`src/rtl/fetcher_if.sv`:
```
// Instruction-memory read bus: valid/ready address channel plus valid/ready data channel.
interface fetcher_if;
   logic [31:0] mem_araddr;
   logic        mem_arvalid;
   logic        mem_arready;
   logic [31:0] mem_rdata;
   logic        mem_rerr;
   logic        mem_rvalid;
   logic        mem_rready;

   modport master (
      output mem_araddr,
      output mem_arvalid,
      input  mem_arready,
      input  mem_rdata,
      input  mem_rerr,
      input  mem_rvalid,
      output mem_rready
   );

   modport slave (
      input  mem_araddr,
      input  mem_arvalid,
      output mem_arready,
      output mem_rdata,
      output mem_rerr,
      output mem_rvalid,
      input  mem_rready
   );
endinterface

```
`src/rtl/fetcher.sv`:
```
// Instruction fetch stage: one bus read per `enabled` pulse, with alignment check, flush,
// bus-error and response-timeout handling; faulted fetches deliver NOP_INSTR.
module fetcher #(
   parameter int unsigned TIMEOUT   = 1024,
   parameter logic [31:0] NOP_INSTR = 32'h0000_0013
) (
   input  logic             clk,
   input  logic             rstn,
   input  logic             enabled,
   input  logic             flush,
   input  logic [31:0]      pc,
   output logic             completed,
   output logic             busy,
   output logic [31:0]      instr_raw,
   output logic [31:0]      pc_out,
   output logic             exc_misaligned,
   output logic             exc_access_fault,
   fetcher_if.master        mem
);

   localparam int unsigned CntW = (TIMEOUT > 1) ? $clog2(TIMEOUT + 1) : 1;

   typedef enum logic [2:0] {StIdle, StAddr, StData, StFault, StDrain} state_e;

   state_e            state_q, state_d;
   logic              completed_q, completed_d;
   logic              busy_q, busy_d;
   logic [31:0]       instr_q, instr_d;
   logic [31:0]       pc_out_q, pc_out_d;
   logic              mis_q, mis_d;
   logic              acc_q, acc_d;
   logic [31:0]       araddr_q, araddr_d;
   logic              arvalid_q, arvalid_d;
   logic              rready_q, rready_d;
   logic [CntW-1:0]   cnt_q, cnt_d;
   logic              pend_q, pend_d;

   always_comb begin
      state_d     = state_q;
      completed_d = 1'b0;
      instr_d     = instr_q;
      pc_out_d    = pc_out_q;
      mis_d       = mis_q;
      acc_d       = acc_q;
      araddr_d    = araddr_q;
      arvalid_d   = arvalid_q;
      rready_d    = rready_q;
      cnt_d       = cnt_q;
      pend_d      = pend_q;

      case (state_q)
         StIdle: begin
            pend_d = 1'b0;
            if (enabled) begin
               pc_out_d = pc;
               acc_d    = 1'b0;
               mis_d    = (pc[1:0] != 2'b00);
               if (pc[1:0] != 2'b00) begin
                  state_d = StFault;
               end else begin
                  araddr_d  = {pc[31:2], 2'b00};
                  arvalid_d = 1'b1;
                  state_d   = StAddr;
               end
            end
         end
         StAddr: begin
            // The address cannot be withdrawn, so a flush here is remembered until the handshake.
            if (flush) pend_d = 1'b1;
            if (mem.mem_arready) begin
               arvalid_d = 1'b0;
               rready_d  = 1'b1;
               cnt_d     = '0;
               pend_d    = 1'b0;
               state_d   = (pend_q || flush) ? StDrain : StData;
            end
         end
         StData: begin
            if (flush) begin
               if (mem.mem_rvalid) begin
                  rready_d = 1'b0;
                  state_d  = StIdle;
               end else begin
                  state_d = StDrain;
               end
            end else if (mem.mem_rvalid) begin
               instr_d     = mem.mem_rerr ? NOP_INSTR : mem.mem_rdata;
               acc_d       = mem.mem_rerr;
               completed_d = 1'b1;
               rready_d    = 1'b0;
               state_d     = StIdle;
            end else if ((TIMEOUT != 0) && (cnt_q == CntW'(TIMEOUT - 1))) begin
               // Give up on this cycle so the fault completes after exactly TIMEOUT waits.
               instr_d     = NOP_INSTR;
               acc_d       = 1'b1;
               completed_d = 1'b1;
               state_d     = StDrain;
            end else begin
               cnt_d = cnt_q + CntW'(1);
            end
         end
         StFault: begin
            if (!flush) begin
               instr_d     = NOP_INSTR;
               completed_d = 1'b1;
            end
            state_d = StIdle;
         end
         StDrain: begin
            rready_d = 1'b1;
            if (mem.mem_rvalid) begin
               rready_d = 1'b0;
               state_d  = StIdle;
            end
         end
         default: begin
            state_d   = StIdle;
            arvalid_d = 1'b0;
            rready_d  = 1'b0;
         end
      endcase

      busy_d = (state_d != StIdle);
   end

   always_ff @(posedge clk or negedge rstn) begin
      if (!rstn) begin
         state_q     <= StIdle;
         completed_q <= 1'b0;
         busy_q      <= 1'b0;
         instr_q     <= '0;
         pc_out_q    <= '0;
         mis_q       <= 1'b0;
         acc_q       <= 1'b0;
         araddr_q    <= '0;
         arvalid_q   <= 1'b0;
         rready_q    <= 1'b0;
         cnt_q       <= '0;
         pend_q      <= 1'b0;
      end else begin
         state_q     <= state_d;
         completed_q <= completed_d;
         busy_q      <= busy_d;
         instr_q     <= instr_d;
         pc_out_q    <= pc_out_d;
         mis_q       <= mis_d;
         acc_q       <= acc_d;
         araddr_q    <= araddr_d;
         arvalid_q   <= arvalid_d;
         rready_q    <= rready_d;
         cnt_q       <= cnt_d;
         pend_q      <= pend_d;
      end
   end

   assign completed        = completed_q;
   assign busy             = busy_q;
   assign instr_raw        = instr_q;
   assign pc_out           = pc_out_q;
   assign exc_misaligned   = mis_q;
   assign exc_access_fault = acc_q;
   assign mem.mem_araddr   = araddr_q;
   assign mem.mem_arvalid  = arvalid_q;
   assign mem.mem_rready   = rready_q;

endmodule

```
`src/flat_wrapper.sv`:
```
// flat-port wrapper written by rule: the top's interface ports become plain ports
module fetcher_flat 
#(
   parameter int unsigned TIMEOUT   = 1024,
   parameter logic [31:0] NOP_INSTR = 32'h0000_0013
)
  (clk, rstn, enabled, flush, pc, completed, busy, instr_raw, pc_out, exc_misaligned, exc_access_fault, mem_mem_araddr, mem_mem_arvalid, mem_mem_arready, mem_mem_rdata, mem_mem_rerr, mem_mem_rvalid, mem_mem_rready);
  fetcher_if mem_i ();
  input  logic clk;
  input  logic rstn;
  input  logic enabled;
  input  logic flush;
  input  logic [31:0] pc;
  output logic completed;
  output logic busy;
  output logic [31:0] instr_raw;
  output logic [31:0] pc_out;
  output logic exc_misaligned;
  output logic exc_access_fault;
  output wire logic [$bits(mem_i.mem_araddr)-1:0] mem_mem_araddr;
  output wire logic [$bits(mem_i.mem_arvalid)-1:0] mem_mem_arvalid;
  input wire logic [$bits(mem_i.mem_arready)-1:0] mem_mem_arready;
  input wire logic [$bits(mem_i.mem_rdata)-1:0] mem_mem_rdata;
  input wire logic [$bits(mem_i.mem_rerr)-1:0] mem_mem_rerr;
  input wire logic [$bits(mem_i.mem_rvalid)-1:0] mem_mem_rvalid;
  output wire logic [$bits(mem_i.mem_rready)-1:0] mem_mem_rready;
  assign mem_mem_araddr = mem_i.mem_araddr;
  assign mem_mem_arvalid = mem_i.mem_arvalid;
  assign mem_i.mem_arready = mem_mem_arready;
  assign mem_i.mem_rdata = mem_mem_rdata;
  assign mem_i.mem_rerr = mem_mem_rerr;
  assign mem_i.mem_rvalid = mem_mem_rvalid;
  assign mem_mem_rready = mem_i.mem_rready;
  fetcher #(.TIMEOUT(TIMEOUT), .NOP_INSTR(NOP_INSTR)) u_core (.clk(clk), .rstn(rstn), .enabled(enabled), .flush(flush), .pc(pc), .completed(completed), .busy(busy), .instr_raw(instr_raw), .pc_out(pc_out), .exc_misaligned(exc_misaligned), .exc_access_fault(exc_access_fault), .mem(mem_i));
endmodule
```
`config.mk`:
```
export PLATFORM = sky130hd
export DESIGN_NAME = fetcher_flat
export DESIGN_NICKNAME = d
export VERILOG_FILES = /design/src/rtl/fetcher_if.sv /design/src/rtl/fetcher.sv /design/src/flat_wrapper.sv
export SDC_FILE = /design/constraint.sdc
export NUM_CORES = 1
export LEC_CHECK = 0
export CORE_MARGIN = 3
export CORE_UTILIZATION = 40
export DETAILED_ROUTE_END_ITERATION = 16
export PLACE_DENSITY_LB_ADDON = 0.05
export SLEW_MARGIN = 20
export SYNTH_ARGS = -nofsm -noshare
export SYNTH_HDL_FRONTEND = slang
export SYNTH_SLANG_ARGS = --single-unit
```
`constraint.sdc`:
```
create_clock -name clk -period 1.91 [get_ports clk]
set_input_delay 0.2865 -clock clk [delete_from_list [all_inputs] [get_ports clk]]
set_output_delay 0.2865 -clock clk [all_outputs]
set_load 0.02 [all_outputs]
```
Word level (Yosys, flattened, before mapping)
Index checks and enable logic that the tools add are counted.
- output and inout port bits: 102
- flip-flop bits (word level): 115
- latch bits: 0
- bits in writable memories: 0
- input port bits: 71
- memories: 0
- logic and storage cells: 91
- ROM bits: 0
- bitwise gates (word level): 3
- div/mod/pow operators: 0
- muxes and demuxes: 42
- add/sub/neg operators: 1
- eq/ne operators: 15
- reductions and logical operators: 18
- multipliers: 0
- order comparisons: 0
- shift-type cells: 0
- operators with widths (operator ; count):
    $mux 32 ; 5
    $pmux 32 s2 ; 1
    $mux 11 ; 4
    $mux 3 ; 8
    $pmux 11 s2 ; 1
    $mux 1 ; 16
    $ne 2x2->1 const B ; 8
    $pmux 3 s4 ; 1
    $reduce_and 4->1 ; 3
    $add 11x1->11 const B ; 1
    $eq 11x10->1 const B ; 1
    $reduce_bool 2->1 ; 5
    $eq 3x2->1 const B ; 2
    $pmux 1 s2 ; 3
    $reduce_and 3->1 ; 2
    $reduce_and 5->1 ; 1
    $pmux 1 s4 ; 1
    $reduce_and 2->1 ; 2
    $eq 3x1->1 const B ; 1
    $eq 3x3->1 const B ; 1
    $logic_not 3->1 ; 1
    $ne 3x2->1 const B ; 1
    $ne 3x3->1 const B ; 1
    $not 1->1 ; 3
    other kinds (6) ; 6

Depth between registers and ports, before layout
- word-level depth: 6
- gate-level depth with buffers: 8
- gate-level depth less buffers: 6

Worst setup path after synthesis
OpenSTA, ideal clock, no wires.
- path kind: reg-to-reg
- start: reg u_core.cnt_q[0]
- end: reg u_core.instr_q[22] (netlist: u_core.instr_raw[22])
- setup slack: 0.015 ns
- data arrival time: 1.819 ns
- clock period less this slack: 1.895 ns
- buffers on the path: 2
- stages on the path, launching flop included: 9
- setup time: 0.077 ns
- path through: dfrtp_1 -> ha_1 -> nand3_1 -> nor4_4 -> o311ai_1 -> clkbuf_1 -> clkbuf_1 -> nand2_1 -> o21ai_1
- cells in the longest elaborated chain, start to end: 3
- RTL lines (item ; RTL line ; text):
    from (decl) ; fetcher.sv:35 ; logic [CntW-1:0] cnt_q, cnt_d;
    from (signal assigned) ; fetcher.sv:151 ; cnt_q <= cnt_d;
    $eq 11x10->1 ; fetcher.sv:92 ; end else if ((TIMEOUT != 0) && (cnt_q == CntW'(TIMEOUT - 1))) begin
    $ne 3x2->1 (no line) ; - ;
    $reduce_and 4->1 (no line) ; - ;
    to (signal assigned) ; fetcher.sv:144 ; instr_q <= instr_d;
    to (decl) ; fetcher.sv:28 ; logic [31:0] instr_q, instr_d;
No other way between the ends.
A chain may end at the register's enable or synchronous reset.

Worst setup path after layout
- start: reg u_core.cnt_q[1]
- end: reg u_core.cnt_q[5]
- cells in the longest elaborated chain, start to end: 5
- elaborated cells on any way between the ends: 8
- those cells by class: add/sub: 1; eq/ne: 2; mux: 4; reduce/logical: 1
- RTL lines (item ; RTL line ; text):
    $add 11x1->11 ; fetcher.sv:99 ; cnt_d = cnt_q + CntW'(1);
    $mux 11 ; fetcher.sv:92 ;
    $mux 11 ; fetcher.sv:86 ; end else if (mem.mem_rvalid) begin
    $mux 11 ; fetcher.sv:79 ; if (flush) begin
    $pmux 11 s2 ; fetcher.sv:51 ; case (state_q)
Several ways; a longest one is shown, not always the timed one. The select of a mux whose other input is x is not followed.

==> metrics list <==
- Tracing the worst setup path back leads to its startpoint at u_core.cnt_q[1]$_DFFE_PN0P_.
* Power per standard cell area: 1762 nW/um^2
- After technology mapping, the gate count stands at 391.
- Deepest level of the CTS H-tree: 4
* Crit path capture type: flop
- Worst path slowest cell: sky130_fd_sc_hd__dfrtp_1
- Clk pin slew, worst setup/hold paths: 0.05 ns
- The detailed router placed 3572 vias in this run.
* Worst hold slack after final layout: a little over 0.4 ns
- Dividing the detail-routed wire length by the instance count gives 16.24 um.
- Synthesis instantiated 46 different standard cells from the library.
* Number of detailed-routing iterations run before antenna repair: 5
- The floorplan has 38 rows.
- Maximum buffer depth of the clock tree: 2
- Placer congestion estimate: 0.8623
- The final layout contains routed wiring with a total length of about 12000 um.
- CTS root buf: sky130_fd_sc_hd__clkbuf_16
- Drt drc: 0
* Largest net degree at the start of global routing: 66
- After detailed placement, the total cell area comes to slightly below 7000 um^2.
* Number of pins with negative max-slew slack in the final report: 0
* Count of nets left with antenna violations after detail routing: 0
* Chip Width: 114.5 um
* Run status: finished clean
* Sequential element share of the synthesized area: 61.15%
* Pwr Total: 13.14 mW
- The signal on the critical path passes through ha_2, nand3_4, buf_6, nor4_4, buf_6, nor3b_4, xnor2_1, nor2_1.
* Die Span Y: 114.5 um
- Total clock buffers created by CTS: 17
- Reg-to-reg slack, setup: between 0.06 and 0.07 ns
- Together, buffers and inverters on the worst path number 2.
- At the later pin of the worst-skew pair, clock insertion delay measures 0.41 ns.
* Area of the die: 13100 um^2
- The first global-routing pass estimated roughly 20000 um of wire.
- Among all flip-flop cells after synthesis, the most frequent one is sky130_fd_sc_hd__dfrtp_1.
- In this run, synthesis inferred 0 flip-flops with an integrated enable.
- Subtracting the final worst setup slack from the clock period gives 1.842 ns.
- Using the TritonRoute via totals, the vias-per-cell ratio works out to 4.853.
- The clock arrives with 0.007337 ns of skew.
- Placeable core region: roughly 11000 um^2
- Nets: around 660
- Along the worst path, the maximum fanout reaches 6.
- Cell family contributing the most delay on the critical path: simple AND/OR/NAND/NOR gates
* Number of sinks handled by clock tree synthesis: 115
- Element type at the critical path start: flop
- HPWL Detailed: 8532 um
- Part of the cycle the worst path needs: 96.43%
- Global routing consumed, over all layers together, 19.34% of the routing resources.
* Cell with the most instances on the worst path: sky130_fd_sc_hd__buf_6
* Count of endpoints failing setup in the final report: 0
- The tool flagged a number of max-cap violations equal to 0.
* Synthesized area: 4706 um^2
- In this run, the number of DRC markers left after iteration 0 of detailed routing was 141.
* Fraction of layout cells with a size suffix above 1: 11.74%
- The number of global-route vias before repair was 3867.
* Leakage power: around 3.2 nW
* CP required: 2.18 ns
- For this run, asynchronously set or reset flops after synthesis account for 100.0%.
* Maximum frequency from static timing analysis: 542.9 MHz
- Final hold violation count: 0
* Class of the most critical hold timing path: input port to asynchronous set/reset pin
- Summing all non-filler instances in the final layout gives an area of 7457 um^2.
* Minimum setup slack after placement: -0.1016 ns
- The count of buffers added on input and output ports is 170.
- In this run, synthesis produced a sequential element count of about 120.
- Starting utilization of the core area: 42.12%
- Each instance of the synthesized netlist takes up on average 12.04 um^2.
- In this design, the stage delay of the slowest critical-path cell is between 0.3 and 0.4 ns.
* Data arrival at the endpoint of the critical path: ~2.1 ns
- Yosys Warn Count: 0
* Setup repair after global routing missed its margin: true
- The initial antenna violation count came to 0.
- Final Instance Count excl. Fillers: approximately 740
- Summed over all layers, the global routing overflow is 0.
- At the pin with the least slew margin, the transition time is 0.5572 ns.
* Worst ir drop on vdd: roughly 1.2 mV
* Slack of the critical path: between 0.06 and 0.07 ns
- Cell count after placement: 702
* Number of diodes: 0
- 173 I/O pins were placed.
- TritonCTS clock tree: built
- Startpoint of the worst-slack reg-to-reg timing path: u_core.cnt_q[1]$_DFFE_PN0P_
- Worst setup path class: flop to flop
- In this run the tightest slew margin relative to its limit is 62.85%.
- Area added between synthesis and finish: 58.47%
[cell usage in the layout, fill, tap and decap left out, types with 4 or more instances in the layout]
cell,instances
sky130_fd_sc_hd__clkdlybuf4s50_1,169
sky130_fd_sc_hd__dfrtp_1,114
sky130_fd_sc_hd__nand2_1,67
sky130_fd_sc_hd__mux2_1,62
sky130_fd_sc_hd__o21ai_1,32
sky130_fd_sc_hd__nor2_1,20
sky130_fd_sc_hd__clkbuf_16,17
sky130_fd_sc_hd__buf_4,17
sky130_fd_sc_hd__a21oi_1,7
sky130_fd_sc_hd__xnor2_1,7
sky130_fd_sc_hd__inv_1,6
sky130_fd_sc_hd__buf_12,6
sky130_fd_sc_hd__nor3_1,5
sky130_fd_sc_hd__clkinv_2,5
sky130_fd_sc_hd__clkbuf_8,4
sky130_fd_sc_hd__bufinv_16,4
[power breakdown]
group / total, mW / internal (mW) / switching, mW
Sequential: 4.19 / 3.56 / 0.632
Combinational: 5.59 / 2.80 / 2.79
Clock: 3.35 / 2.31 / 1.05
[metrics by stage]
step | util [%] | TNS, ns
2_1_floorplan | - | 0
3_3_place_gp | 60.44 | -0.4194
3_5_place_dp | 60.44 | -0.7949
4_1_cts | 66.23 | 0
5_1_grt | 66.74 | -0.07956
6_report | 66.74 | 0
[timing repair]
action | CTS | global route
hold buffers | 1 | 0
resized for setup | 0 | 11
setup endpoints to repair | 0 | 15
setup buffers | 0 | 1
hold endpoints to repair | 39 | 0
[area by class of cell]
class / count / area [um^2]
Multi-Input combinational cell: 247 / 1768
Sequential cell: 115 / 2879
Fill cell: 836 / 3716
Inverter: 7 / 26.28
Clock inverter: 10 / 152.6
Timing Repair Buffer: 195 / 1972
Tap cell: 140 / 175.2
Clock buffer: 22 / 484.2
[path summary, 6_finish.rpt]
path	endpoint	cells after the start
hold / removal	u_core.mem.mem_araddr[13]$_DFFE_PN0P_	2
min in group clk	u_core.instr_raw[13]$_DFFE_PN0P_	3
max in group asynchronous	u_core.exc_access_fault$_DFFE_PN0P_	3
setup reg to reg	u_core.cnt_q[5]$_DFFE_PN0P_	8
hold reg to reg	u_core.pc_out[15]$_DFFE_PN0P_	1
setup / recovery	u_core.cnt_q[5]$_DFFE_PN0P_	8
[cell families (layout without fill, tap and decap cells)]
| family | count (synthesis) | in the layout | share of synthesized area (%) |
|---|---|---|---|
| muxes | 64 | 64 | 15.29 |
| AOI/OAI and AO/OA | 55 | 55 | 6.674 |
| buffers and inverters | 30 | 234 | 2.606 |
| other | 1 | 2 | 0.07969 |
| adders and majority gates | 1 | 1 | 0.2658 |
| and+or+nand+nor | 117 | 117 | 12.44 |
| DFF | 115 | 115 | 61.15 |
| xor gates and xnor gates | 8 | 8 | 1.489 |
[synthesized netlist by cell type, types with 2 or more instances]
cell type,instances,area [um^2]
sky130_fd_sc_hd__dfrtp_1,115,2878
sky130_fd_sc_hd__xnor2_1,8,70.07
sky130_fd_sc_hd__clkbuf_1,16,60.06
sky130_fd_sc_hd__inv_1,6,22.52
sky130_fd_sc_hd__o22ai_1,2,12.51
sky130_fd_sc_hd__nor4_4,2,42.54
sky130_fd_sc_hd__or3b_1,2,17.52
sky130_fd_sc_hd__o21a_1,2,15.01
sky130_fd_sc_hd__a21oi_1,7,35.03
sky130_fd_sc_hd__nand2_1,67,251.5
sky130_fd_sc_hd__nor2_1,21,78.83
sky130_fd_sc_hd__nand2b_1,3,18.77
sky130_fd_sc_hd__and3_1,3,18.77
sky130_fd_sc_hd__o21ai_0,3,15.01
sky130_fd_sc_hd__nand3_1,3,15.01
sky130_fd_sc_hd__buf_1,3,11.26
sky130_fd_sc_hd__buf_4,2,15.01
sky130_fd_sc_hd__nor3_1,5,25.02
sky130_fd_sc_hd__o21ai_1,32,160.2
sky130_fd_sc_hd__mux2_1,62,698.2
sky130_fd_sc_hd__buf_2,2,10.01
[per-layer routing]
| metal | global-route usage [%] | vias to the layer above | share of wire, % |
|---|---|---|---|
| met5 | 0 | - | 0 |
| met3 | 8.774 | 18 | 7.9 |
| li1 | - | 1720 | - |
| met1 | 22.86 | 1725 | 39 |
| met4 | 6.968 | 0 | 1.7 |
| met2 | 31.12 | 109 | 51 |
[flip-flops by register name, indices dropped and copies added (netlist names)]
register / flops
u_core.instr_raw: 32
u_core.pc_out: 32
u_core.mem.mem_araddr: 30
u_core.cnt_q: 11
u_core.state_q: 3
u_core.busy: 1
u_core.completed: 1
u_core.exc_access_fault: 1
u_core.exc_misaligned: 1
u_core.mem.mem_arvalid: 1
u_core.mem.mem_rready: 1
u_core.pend_q: 1
(Power assumes the default switching activity.)
